## src/rtl/regfile_scoreboard_if.sv

```systemverilog
// Decode / write-back bus for the register file with pending-write scoreboard.
// The master side is the pipeline (decode + write-back); the slave side is the
// register file.
interface regfile_scoreboard_if #(
    parameter int WIDTH  = 16,
    parameter int NREG_W = 3
);
    logic [NREG_W-1:0] read1RegSel;
    logic [NREG_W-1:0] read2RegSel;
    logic              read1En;
    logic              read2En;
    logic [WIDTH-1:0]  read1Data;
    logic [WIDTH-1:0]  read2Data;
    logic              writeEn;
    logic [NREG_W-1:0] writeRegSel;
    logic [WIDTH-1:0]  writeData;
    logic              issueEn;
    logic [NREG_W-1:0] issueRegSel;
    logic              stall;
    logic              err;

    modport master (
        output read1RegSel, read2RegSel, read1En, read2En,
        output writeEn, writeRegSel, writeData,
        output issueEn, issueRegSel,
        input  read1Data, read2Data, stall, err
    );

    modport slave (
        input  read1RegSel, read2RegSel, read1En, read2En,
        input  writeEn, writeRegSel, writeData,
        input  issueEn, issueRegSel,
        output read1Data, read2Data, stall, err
    );
endinterface

```

## src/rtl/regfile_scoreboard.sv

```systemverilog
// Architectural register file (8 x 16 bit by default) with write-to-read
// bypass and a 2-bit pending-write counter per register. Decode reads the
// combinational stall; err is a sticky over/underflow flag of the counters.
module regfile_scoreboard #(
    parameter int WIDTH  = 16,
    parameter int NREG_W = 3
) (
    input  logic                 clk,
    input  logic                 rst,
    regfile_scoreboard_if.slave  bus
);
    localparam int NREG = 1 << NREG_W;

    // While reset is asserted a write is discarded, so it must not bypass either.
    logic              wr_act;
    logic [WIDTH-1:0]  data_q [NREG];
    logic [NREG-1:0]   busy;
    logic [NREG-1:0]   fault;
    logic              err_reg;

    assign wr_act = bus.writeEn & rst;

    genvar gi;
    generate
        for (gi = 0; gi < NREG; gi++) begin : g_reg
            logic [WIDTH-1:0] data_reg;
            logic [1:0]       pend_reg;
            logic [1:0]       pend_next;
            logic             wr_hit;
            logic             is_hit;

            assign wr_hit = wr_act && (bus.writeRegSel == NREG_W'(gi));
            assign is_hit = bus.issueEn && (bus.issueRegSel == NREG_W'(gi));

            // Saturating pending count; a same-cycle issue and write cancel out.
            always_comb begin
                pend_next = pend_reg;
                if (is_hit && !wr_hit && pend_reg != 2'd3)
                    pend_next = pend_reg + 2'd1;
                else if (wr_hit && !is_hit && pend_reg != 2'd0)
                    pend_next = pend_reg - 2'd1;
            end

            assign fault[gi] = (is_hit && !wr_hit && pend_reg == 2'd3) ||
                               (wr_hit && !is_hit && pend_reg == 2'd0);

            // Outstanding writes still owed after this cycle's write-back; an
            // underflowing write (count already 0) leaves nothing outstanding.
            assign busy[gi] = wr_hit ? (pend_reg > 2'd1) : (pend_reg != 2'd0);

            assign data_q[gi] = data_reg;

            // Register contents and pending counter.
            always_ff @(posedge clk or negedge rst) begin
                if (!rst) begin
                    data_reg <= '0;
                    pend_reg <= 2'd0;
                end else begin
                    if (wr_hit)
                        data_reg <= bus.writeData;
                    pend_reg <= pend_next;
                end
            end
        end
    endgenerate

    // Sticky fault flag, cleared only by reset.
    always_ff @(posedge clk or negedge rst) begin
        if (!rst)
            err_reg <= 1'b0;
        else if (|fault)
            err_reg <= 1'b1;
    end

    assign bus.read1Data = (wr_act && bus.writeRegSel == bus.read1RegSel)
                           ? bus.writeData : data_q[bus.read1RegSel];
    assign bus.read2Data = (wr_act && bus.writeRegSel == bus.read2RegSel)
                           ? bus.writeData : data_q[bus.read2RegSel];

    assign bus.stall = (bus.read1En && busy[bus.read1RegSel]) ||
                       (bus.read2En && busy[bus.read2RegSel]);
    assign bus.err   = err_reg;
endmodule

```

## src/flat_wrapper.sv

```systemverilog
// flat-port wrapper written by rule: the top's interface ports become plain ports
module regfile_scoreboard_flat 
#(
    parameter int WIDTH  = 16,
    parameter int NREG_W = 3
)
  (clk, rst, bus_read1RegSel, bus_read2RegSel, bus_read1En, bus_read2En, bus_writeEn, bus_writeRegSel, bus_writeData, bus_issueEn, bus_issueRegSel, bus_read1Data, bus_read2Data, bus_stall, bus_err);
  regfile_scoreboard_if #(.WIDTH(WIDTH), .NREG_W(NREG_W)) bus_i ();
  input  logic clk;
  input  logic rst;
  input wire logic [$bits(bus_i.read1RegSel)-1:0] bus_read1RegSel;
  input wire logic [$bits(bus_i.read2RegSel)-1:0] bus_read2RegSel;
  input wire logic [$bits(bus_i.read1En)-1:0] bus_read1En;
  input wire logic [$bits(bus_i.read2En)-1:0] bus_read2En;
  input wire logic [$bits(bus_i.writeEn)-1:0] bus_writeEn;
  input wire logic [$bits(bus_i.writeRegSel)-1:0] bus_writeRegSel;
  input wire logic [$bits(bus_i.writeData)-1:0] bus_writeData;
  input wire logic [$bits(bus_i.issueEn)-1:0] bus_issueEn;
  input wire logic [$bits(bus_i.issueRegSel)-1:0] bus_issueRegSel;
  output wire logic [$bits(bus_i.read1Data)-1:0] bus_read1Data;
  output wire logic [$bits(bus_i.read2Data)-1:0] bus_read2Data;
  output wire logic [$bits(bus_i.stall)-1:0] bus_stall;
  output wire logic [$bits(bus_i.err)-1:0] bus_err;
  assign bus_i.read1RegSel = bus_read1RegSel;
  assign bus_i.read2RegSel = bus_read2RegSel;
  assign bus_i.read1En = bus_read1En;
  assign bus_i.read2En = bus_read2En;
  assign bus_i.writeEn = bus_writeEn;
  assign bus_i.writeRegSel = bus_writeRegSel;
  assign bus_i.writeData = bus_writeData;
  assign bus_i.issueEn = bus_issueEn;
  assign bus_i.issueRegSel = bus_issueRegSel;
  assign bus_read1Data = bus_i.read1Data;
  assign bus_read2Data = bus_i.read2Data;
  assign bus_stall = bus_i.stall;
  assign bus_err = bus_i.err;
  regfile_scoreboard #(.WIDTH(WIDTH), .NREG_W(NREG_W)) u_core (.clk(clk), .rst(rst), .bus(bus_i));
endmodule
```

## config.mk

```make
export PLATFORM = sky130hd
export DESIGN_NAME = regfile_scoreboard_flat
export DESIGN_NICKNAME = d
export VERILOG_FILES = /design/src/rtl/regfile_scoreboard_if.sv /design/src/rtl/regfile_scoreboard.sv /design/src/flat_wrapper.sv
export SDC_FILE = /design/constraint.sdc
export NUM_CORES = 1
export LEC_CHECK = 0
export CAP_MARGIN = 40
export CORE_ASPECT_RATIO = 0.7
export CORE_UTILIZATION = 35
export CTS_BUF_LIST = sky130_fd_sc_hd__clkbuf_4
export CTS_CLUSTER_DIAMETER = 100
export DETAILED_ROUTE_END_ITERATION = 8
export SYNTH_ARGS = -nofsm -noshare
export SYNTH_HDL_FRONTEND = slang
export SYNTH_SLANG_ARGS = --single-unit
```

## constraint.sdc

```tcl
create_clock -name clk -period 5.9 [get_ports clk]
set_input_delay 1.475 -clock clk [delete_from_list [all_inputs] [get_ports clk]]
set_output_delay 1.475 -clock clk [all_outputs]
set_load 0.01 [all_outputs]
```

# After elaboration in Yosys (flattened, before gate mapping)
# Cells that the tools add are included.
# W data, S select, Z words.
op_classes:
  order_cmp: 12
  muxes: 36
  n_eq_ne: 32
  bitwise_logic: 3
  reduce_logical: 120
  add_sub_neg: 16
ops:
  columns: ["operator", "n"]
  rows:
  - ["$bmux W16 S3", 2]
  - ["$mux W16", 6]
  - ["$logic_and A1 B1 Y1", 68]
  - ["$mux W2", 16]
  - ["$reduce_bool A2 Y1", 16]
  - ["$eq A3 B3 Y1 const B", 8]
  - ["$add A2 B1 Y2 const B", 8]
  - ["$eq A2 B2 Y1 const B", 8]
  - ["$gt A2 B1 Y1 const B", 8]
  - ["$logic_not A1 Y1", 16]
  - ["$logic_not A2 Y1", 8]
  - ["$ne A2 B2 Y1 const B", 8]
  - ["$sub A2 B1 Y2 const B", 8]
  - ["$eq A3 B2 Y1 const B", 4]
  - ["$mux W1", 10]
  - ["$logic_or A1 B1 Y1", 9]
  - ["$ge A4 B4 Y1 const B", 2]
  - ["$lt A3 B4 Y1 const B", 2]
  - ["$not A3 Y4", 2]
  - ["$reduce_or A8 Y1", 1]
  - ["$bmux W1 S3", 2]
  - ["$eq A3 B1 Y1 const B", 2]
  - ["$eq A3 B3 Y1", 2]
  - ["$logic_not A3 Y1", 2]
  - ["$and A1 B1 Y1", 1]
word_totals:
  ff_bits: 145
  inputBits: 34
  output_inout_bits: 34
  elab_cells: 236

# Logic depth before layout (Yosys ltp)
logic_depth:
  ltp_word: 7
  depth_mapped: 8
  depth_no_buf: 7

# Least setup slack after synthesis
# Ideal clock, no wire load.
synth_timing:
  path_type: "input to output"
  from: "in bus_writeRegSel[1]"
  to: "out bus_stall"
  path_stages: 6
  n_path_buf: 1
  slack_ps: 1735
  t_required_ps: 4425
  arrival_ps: 2690
  path_cell_list: "buf_6 -> nand2b_4 -> or3_1 -> o22ai_1 -> o311ai_0 -> o311ai_1"
synth_between:
  elab_chain_cells: 7
  elab_cells_between_ends: 31
  cone_classes: "7 x eq/ne; 12 x mux; 12 x reduce/logical"
synth_rtl:
  columns: ["item", "line_no", "rtl"]
  rows:
  - ["start: declaration", "flat_wrapper.sv:16", "input wire logic [$bits(bus_i.writeRegSel)-1:0] bus_writeRegSel;"]
  - ["$eq A3 B1 Y1, or another cell as far along", "regfile_scoreboard.sv:32", "assign wr_hit = wr_act && (bus.writeRegSel == NREG_W'(gi));"]
  - ["$logic_and A1 B1 Y1", "regfile_scoreboard.sv:32", null]
  - ["$mux W1", "regfile_scoreboard.sv:49", "assign busy[gi] = wr_hit ? (pend_reg > 2'd1) : (pend_reg != 2'd0);"]
  - ["$bmux W1 S3, on equally long branches", "regfile_scoreboard.sv:80, regfile_scoreboard.sv:81", null]
  - ["$mux W1, on equally long branches", "regfile_scoreboard.sv:80, regfile_scoreboard.sv:81", null]
  - ["$logic_and A1 B1 Y1, on equally long branches", "regfile_scoreboard.sv:80, regfile_scoreboard.sv:81", null]
  - ["$logic_or A1 B1 Y1 *", "regfile_scoreboard.sv:80", "assign bus.stall = (bus.read1En && busy[bus.read1RegSel]) ||"]
  - ["end: declaration", "flat_wrapper.sv:22", "output wire logic [$bits(bus_i.stall)-1:0] bus_stall;"]
# Mark *: on every way between the ends. The rest lies on a longest branch, timed or not. The select of a mux whose other input is x is not followed.

# Worst setup path after layout
layout_timing:
  from: "in bus_writeRegSel[2]"
  to: "out bus_stall"
# Same word-level chain as after synthesis.

==> results_dict.tcl <==
set metrics [dict create \
    status "finished clean" \
    worstSetupPathType "in2out" \
    r2r-start "u_core.g_reg[2].pend_reg[1]" \
    hp-class "reg2reg" \
    finalSetupTns_ns 0 \
    numCtsBuffers 17 \
    stdcell_area_um2 10400 \
    maxSlewHeadroom_pct 51.4 \
    clock_sinks 145 \
    via_count 6983 \
    maxSlewViolCount 0 \
    critPathRequiredTime_ns 4.43 \
    synth_area_um2 9030 \
    power.total_mw 3.11 \
    fin_nets 998 \
    drc 0 \
    die_h_um 136 \
    cts_tree "yes" \
    syn2layout_area_growth_pct 14.7 \
    pre_cts_slack_ns 0.363 \
    ys_ff_latch 145 \
    synthFlopType "dfrtp_1" \
    synth_edf_count 0 \
    yosysTopAreaCell "dfrtp_1" \
    largest_reg_flops 128 \
    grt.overflow.total 0 \
    place_area_um2 10200 \
    r2r_cells 6 \
    antenna_found_initial 1 \
    post-route-min-period_ns 5.54 \
    fmax_mhz 180 \
    cp_max_fo 12 \
    cap_violations 0 \
    grt_pass1_vias 6951 \
    io_buffers 67 \
    vias_per_cell 5.47 \
    rsz0062_at_grt "false" \
    clock_latency_ns 0.56 \
    hold_buffers 0 \
    clockBufferDepth 2 \
    ir_drop_uv 174 \
    finalHoldViolCount 0 \
    crit_arrival_ns 4.07 \
    min_from "u_core.g_reg[5].data_reg[4]" \
    finalSetupViolations 0 \
    first_iter_violations 517 \
    first_pass_iters 5 \
    synth_top_area_share_pct 40.2 \
    cp-startpoint "bus_writeRegSel[2]" \
    cts_resized 0 \
    power.density_nw_per_um2 300 \
    yosys_warnings 0 \
    postLayoutCoreUtil_pct 41.5 \
    synth_area_per_cell_um2 10.1 \
    root_buffer "clkbuf_4" \
    ys_types 59 \
    finalWorstSetupSlack_ns 0.356 \
    ys_seq_area_share_pct 40.2 \
    wl_um 25300 \
    synth_area_leaders "dfrtp_1 (40%), mux4_2 (16%), nand2_1 (12%)" \
    die_w_um 194 \
    max_slew.worst_pin.slew_ns 0.729 \
    core_area_um2 25000 \
    grt_max_degree 57 \
    top_level_ports 68 \
    synthTopCellsByCount "nand2_1 (284), dfrtp_1 (145), mux4_2 (64)" \
    fin_crit_sh_pct 94.0 \
    rows 48 \
    htree_levels 4 \
    clock_skew_ns 0.0115 \
    drive_above_1_share_pct 20.7 \
    yosysMostFrequentCell "nand2_1" \
    routedWlPerCell_um 19.8 \
    initial_core_util_pct 36.2 \
    synth_nets 949 \
    grtUsageTotal_pct 20.2 \
    netlist_instances 891 \
    ant_nets 0 \
    start_kind "primary input" \
    cts_setup_buffers 0 \
    grt_first_pass_wirelength_um 40000 \
    min_path_cells 2 \
    hpwl_um 16500 \
    setup.worst_path.end_class "output port" \
    cts.clk_slew.worst_paths_ns 0.11 \
    gp_congestion 0.815 \
    async_reset_ff_share_pct 100 \
    fp.dieArea_um2 26500 \
    p_leak_nw 4.56 \
]
## final timing paths
check | slack (ns) | endpoint
worst max register to register | 4.24 | u_core.bus.err
worst min-delay path | 0.51 | u_core.g_reg[5].data_reg[4]
worst max-delay path | 0.36 | bus_stall
worst min register to register | 0.51 | u_core.g_reg[5].data_reg[4]
max in group asynchronous | 3.69 | u_core.g_reg[0].data_reg[6]
min in group asynchronous | 0.72 | u_core.g_reg[6].pend_reg[1]
## through the flow
step	cells	hold WS (ns)
after detailed placement	1246	0.480
after floorplan	891	0.457
final	1277	0.506
after CTS	1276	0.509
after global routing	1277	0.529
after global placement	1241	0.474
## cell families after synthesis
group                    after synthesis  synth area share, %
AO/OA/AOI/OAI                         98                 6.95
XOR/XNOR                              14                 1.36
adder cells (fa/ha/maj)               24                 3.32
buffers and inverters                 92                 4.79
flip-flops                           145                 40.2
multiplexers                         145                 25.6
AND/OR/NAND/NOR                      373                 17.8
## cell usage in the layout (no fill, tap or decap), types with 13 or more instances in the layout
cell and count:
inv_1 22, nand3_1 15, dfrtp_1 145, mux2_2 48, buf_4 23, o21ai_0 37
nor2_1 22, clkdlybuf4s50_1 62, nand2_1 284, mux2i_1 33, ha_1 24, mux4_2 64
a21oi_1 13, clkbuf_4 21
## where the power goes
group	total, mW	internal, mW	switching (mW)
Clock	0.523	0.172	0.351
Sequential	1.44	1.23	0.205
Combinational	1.15	0.609	0.539
## layout make-up
type / count / area (µm²)
Fill cell: 2428 / 14600
Multi-Input combinational cell: 654 / 5010
Timing Repair Buffer: 99 / 1030
Sequential cell: 145 / 3630
Antenna cell: 1 / 2.50
Tap cell: 325 / 407
Inverter: 23 / 86.3
Clock buffer: 21 / 158
Clock inverter: 9 / 45.0
## routing by layer
metal  routed length (µm)  GRT usage [%]  up-vias
met5                    0              0        -
met4                  346           6.00        0
met3                 1690           4.32       27
met2                11400           31.4      221
met1                11900           28.3     3513
li1                     -              -     3222
## critical path, cell delays in order
cell and delay, ns:
clkdlybuf4s50_1 0.88, nand2b_4 0.12, or3_1 0.32, o22ai_1 0.20
o311ai_0 0.14, o311ai_1 0.32, clkdlybuf4s50_1 0.60
Power figures use the tool's default switching activity.
==> RTL edit: new RTL, same flow settings <==
`WIDTH` is set to 16 in 3 places; all go to 18.
--- a/src/rtl/regfile_scoreboard_if.sv
+++ b/src/rtl/regfile_scoreboard_if.sv
@@ -2,7 +2,7 @@
 // The master side is the pipeline (decode + write-back); the slave side is the
 // register file.
 interface regfile_scoreboard_if #(
-    parameter int WIDTH  = 16,
+    parameter int WIDTH  = 18,
     parameter int NREG_W = 3
 );
     logic [NREG_W-1:0] read1RegSel;
--- a/src/rtl/regfile_scoreboard.sv
+++ b/src/rtl/regfile_scoreboard.sv
@@ -2,7 +2,7 @@
 // bypass and a 2-bit pending-write counter per register. Decode reads the
 // combinational stall; err is a sticky over/underflow flag of the counters.
 module regfile_scoreboard #(
-    parameter int WIDTH  = 16,
+    parameter int WIDTH  = 18,
     parameter int NREG_W = 3
 ) (
     input  logic                 clk,
--- a/src/flat_wrapper.sv
+++ b/src/flat_wrapper.sv
@@ -1,7 +1,7 @@
 // flat-port wrapper written by rule: the top's interface ports become plain ports
 module regfile_scoreboard_flat 
 #(
-    parameter int WIDTH  = 16,
+    parameter int WIDTH  = 18,
     parameter int NREG_W = 3
 )
   (clk, rst, bus_read1RegSel, bus_read2RegSel, bus_read1En, bus_read2En, bus_writeEn, bus_writeRegSel, bus_writeData, bus_issueEn, bus_issueRegSel, bus_read1Data, bus_read2Data, bus_stall, bus_err);
Ports: changed (resized bus_read1Data, bus_read2Data and bus_writeData); port bits go from 68 to 74. No check against the original RTL was run, so the function may have changed too.
==> RTL edit against the original RTL <==
- the flow now finishes with violations (design-rule violations)
- power increased by 9.5%
- register-to-register slack better by 0.08 ns
- synthesized area increased by 9.6%
- sequential cell count grew 16
- count of clock-buffer cells in the layout fell by 4
- setup slack is essentially flat
- sequential power up 9%
- final area increased by 9.0%
- wire length increased by 14%
- global-route usage up 0.87 points
- critical endpoint unchanged
==> RTL edit: results (changes against the original RTL) <==
Detailed routing
The aggregate routed wire length is 28,990 um (was 25,350 um). The number of DRC markers after the initial detailed-route iteration is 615 (was 517). The number of design rule violations left after detail routing is 2 (was 0).

The first-pass iteration count of the detailed router is 7 (was 5). The via density per instance is 5.390 (was 5.468).

Finish
The fraction of layout cells with a size suffix above 1 is 17.50% (was 20.72%). The fill cell total of the finished layout was 2,769 (was 2,428).

Synthesis
The number of different library cells in the post-synthesis netlist was 53 (was 59). The net count of the mapped netlist is 1,078 (was 949). The fraction of the mapped netlist area in adder cells is 3.033% (was 3.324%). The post-synthesis compound-gate area fraction was 6.370% (was 6.952%). The post-synthesis xor/xnor area fraction was 1.239% (was 1.357%). The register area share after synthesis came to 40.70% (was 40.16%).

Largest cells by area after synthesis: sky130_fd_sc_hd__dfrtp_1 41%, sky130_fd_sc_hd__mux4_2 16%, sky130_fd_sc_hd__nand2_1 14% (was sky130_fd_sc_hd__dfrtp_1 40%, sky130_fd_sc_hd__mux4_2 16%, sky130_fd_sc_hd__nand2_1 12%).

Placement
The detailed placer's ending HPWL is 18,740 um (was 16,510 um). The global placer's final weighted congestion is 0.8701 (was 0.8153).

Global routing
The number of global-route vias before repair is 7,628 (was 6,951).

Pwr
The worst ir drop on vdd is 111.5 uV (was 174.0 uV). The internal power is 2.194 mW (was 2.014 mW).

Clock tree
The clock input transition at the sequential cells of the worst setup and hold paths is 0.13 ns (was 0.11 ns). The worst-skew pair later-pin latency came to 0.60 ns (was 0.56 ns).

Hold path
The sink of the worst hold path is u_core.g_reg[2].data_reg[11] (was u_core.g_reg[5].data_reg[4]).

Outcome
Status: complete, but fails checks (was complete, no violations). The final reports fail on design-rule violations.

Critical path
The launch point of the critical path is bus_writeRegSel[1] (was bus_writeRegSel[2]).
==> RTL edit: changes by cell type in the layout (fill, tap and decap cells not counted), moves of 8 or more <==
cell,change
sky130_fd_sc_hd__nand2_1,+93
sky130_fd_sc_hd__dfrtp_1,+16
sky130_fd_sc_hd__mux2_2,-12
sky130_fd_sc_hd__mux4_2,+8
sky130_fd_sc_hd__o21ai_0,+8
==> RTL edit: metrics by stage <==
stage,instance area [sq um],hold WS (ns),cells,worst slack [ns],total power [mW]
3_3_place_gp,11020,0.4731,1412,0.4393,2.741
5_1_grt,11300,0.5315,1446,0.2234,3.641
4_1_cts,11290,0.5128,1445,0.4206,3.427
2_1_floorplan,9899,0.4571,1018,1.618,2.331
3_5_place_dp,11030,0.4789,1413,0.4304,2.768
6_report,11300,0.5127,1446,0.3560,3.404
==> RTL edit: routing by layer <==
layer | up-vias | GRT usage [%] | part of all wire, %
met4 | 2 | 5.778 | 1.7
li1 | 3601 | - | -
met3 | 36 | 4.267 | 6.5
met5 | - | 0 | 0.045
met2 | 259 | 32.17 | 45
met1 | 3896 | 30.25 | 47
==> RTL edit: worst max path at each step <==
stage	to	slack, ns	cells past startpoint
finish	bus_stall	0.36	8
global route	bus_stall	0.22	8
CTS	bus_stall	0.42	8
detailed placement	bus_stall	0.43	7
global placement	bus_stall	0.44	7
floorplan	bus_read2Data[10]	1.62	6
==> RTL edit: critical path: stages <==
cell and delay (ns):
sky130_fd_sc_hd__clkdlybuf4s50_1 0.68, sky130_fd_sc_hd__nand2b_1 0.36, sky130_fd_sc_hd__o41ai_1 0.44, sky130_fd_sc_hd__o22ai_1 0.13
sky130_fd_sc_hd__o22ai_1 0.21, sky130_fd_sc_hd__a41oi_2 0.06, sky130_fd_sc_hd__o221ai_2 0.11, sky130_fd_sc_hd__clkdlybuf4s50_1 0.59
==> RTL edit: power groups by stage <==
stage / Sequential [mW] / Combinational, mW / Clock (mW)
finish: 1.57 / 1.18 / 0.652
global placement: 1.58 / 1.17 / 0
detailed placement: 1.59 / 1.18 / 0
floorplan: 1.52 / 0.807 / 0
CTS: 1.57 / 1.18 / 0.676
global route: 1.61 / 1.31 / 0.717
==> RTL edit: layout make-up <==
type	count	share of cell area, %
antenna	1	0.02215
clock buffer	17	1.130
clock inverter	15	1.185
inverter	22	0.7310
multi-input combinational	753	48.16
sequential	161	35.66
tap	371	4.109
timing repair buffer	106	9.004
==> RTL edit: kinds of logic after synthesis <==
family                     after synthesis
AOI/OAI and AO/OA                      102
DFF                                    161
muxes                                  145
adders and majority gates               24
and+or+nand+nor                        468
buffers and inverters                  104
xor gates and xnor gates                14
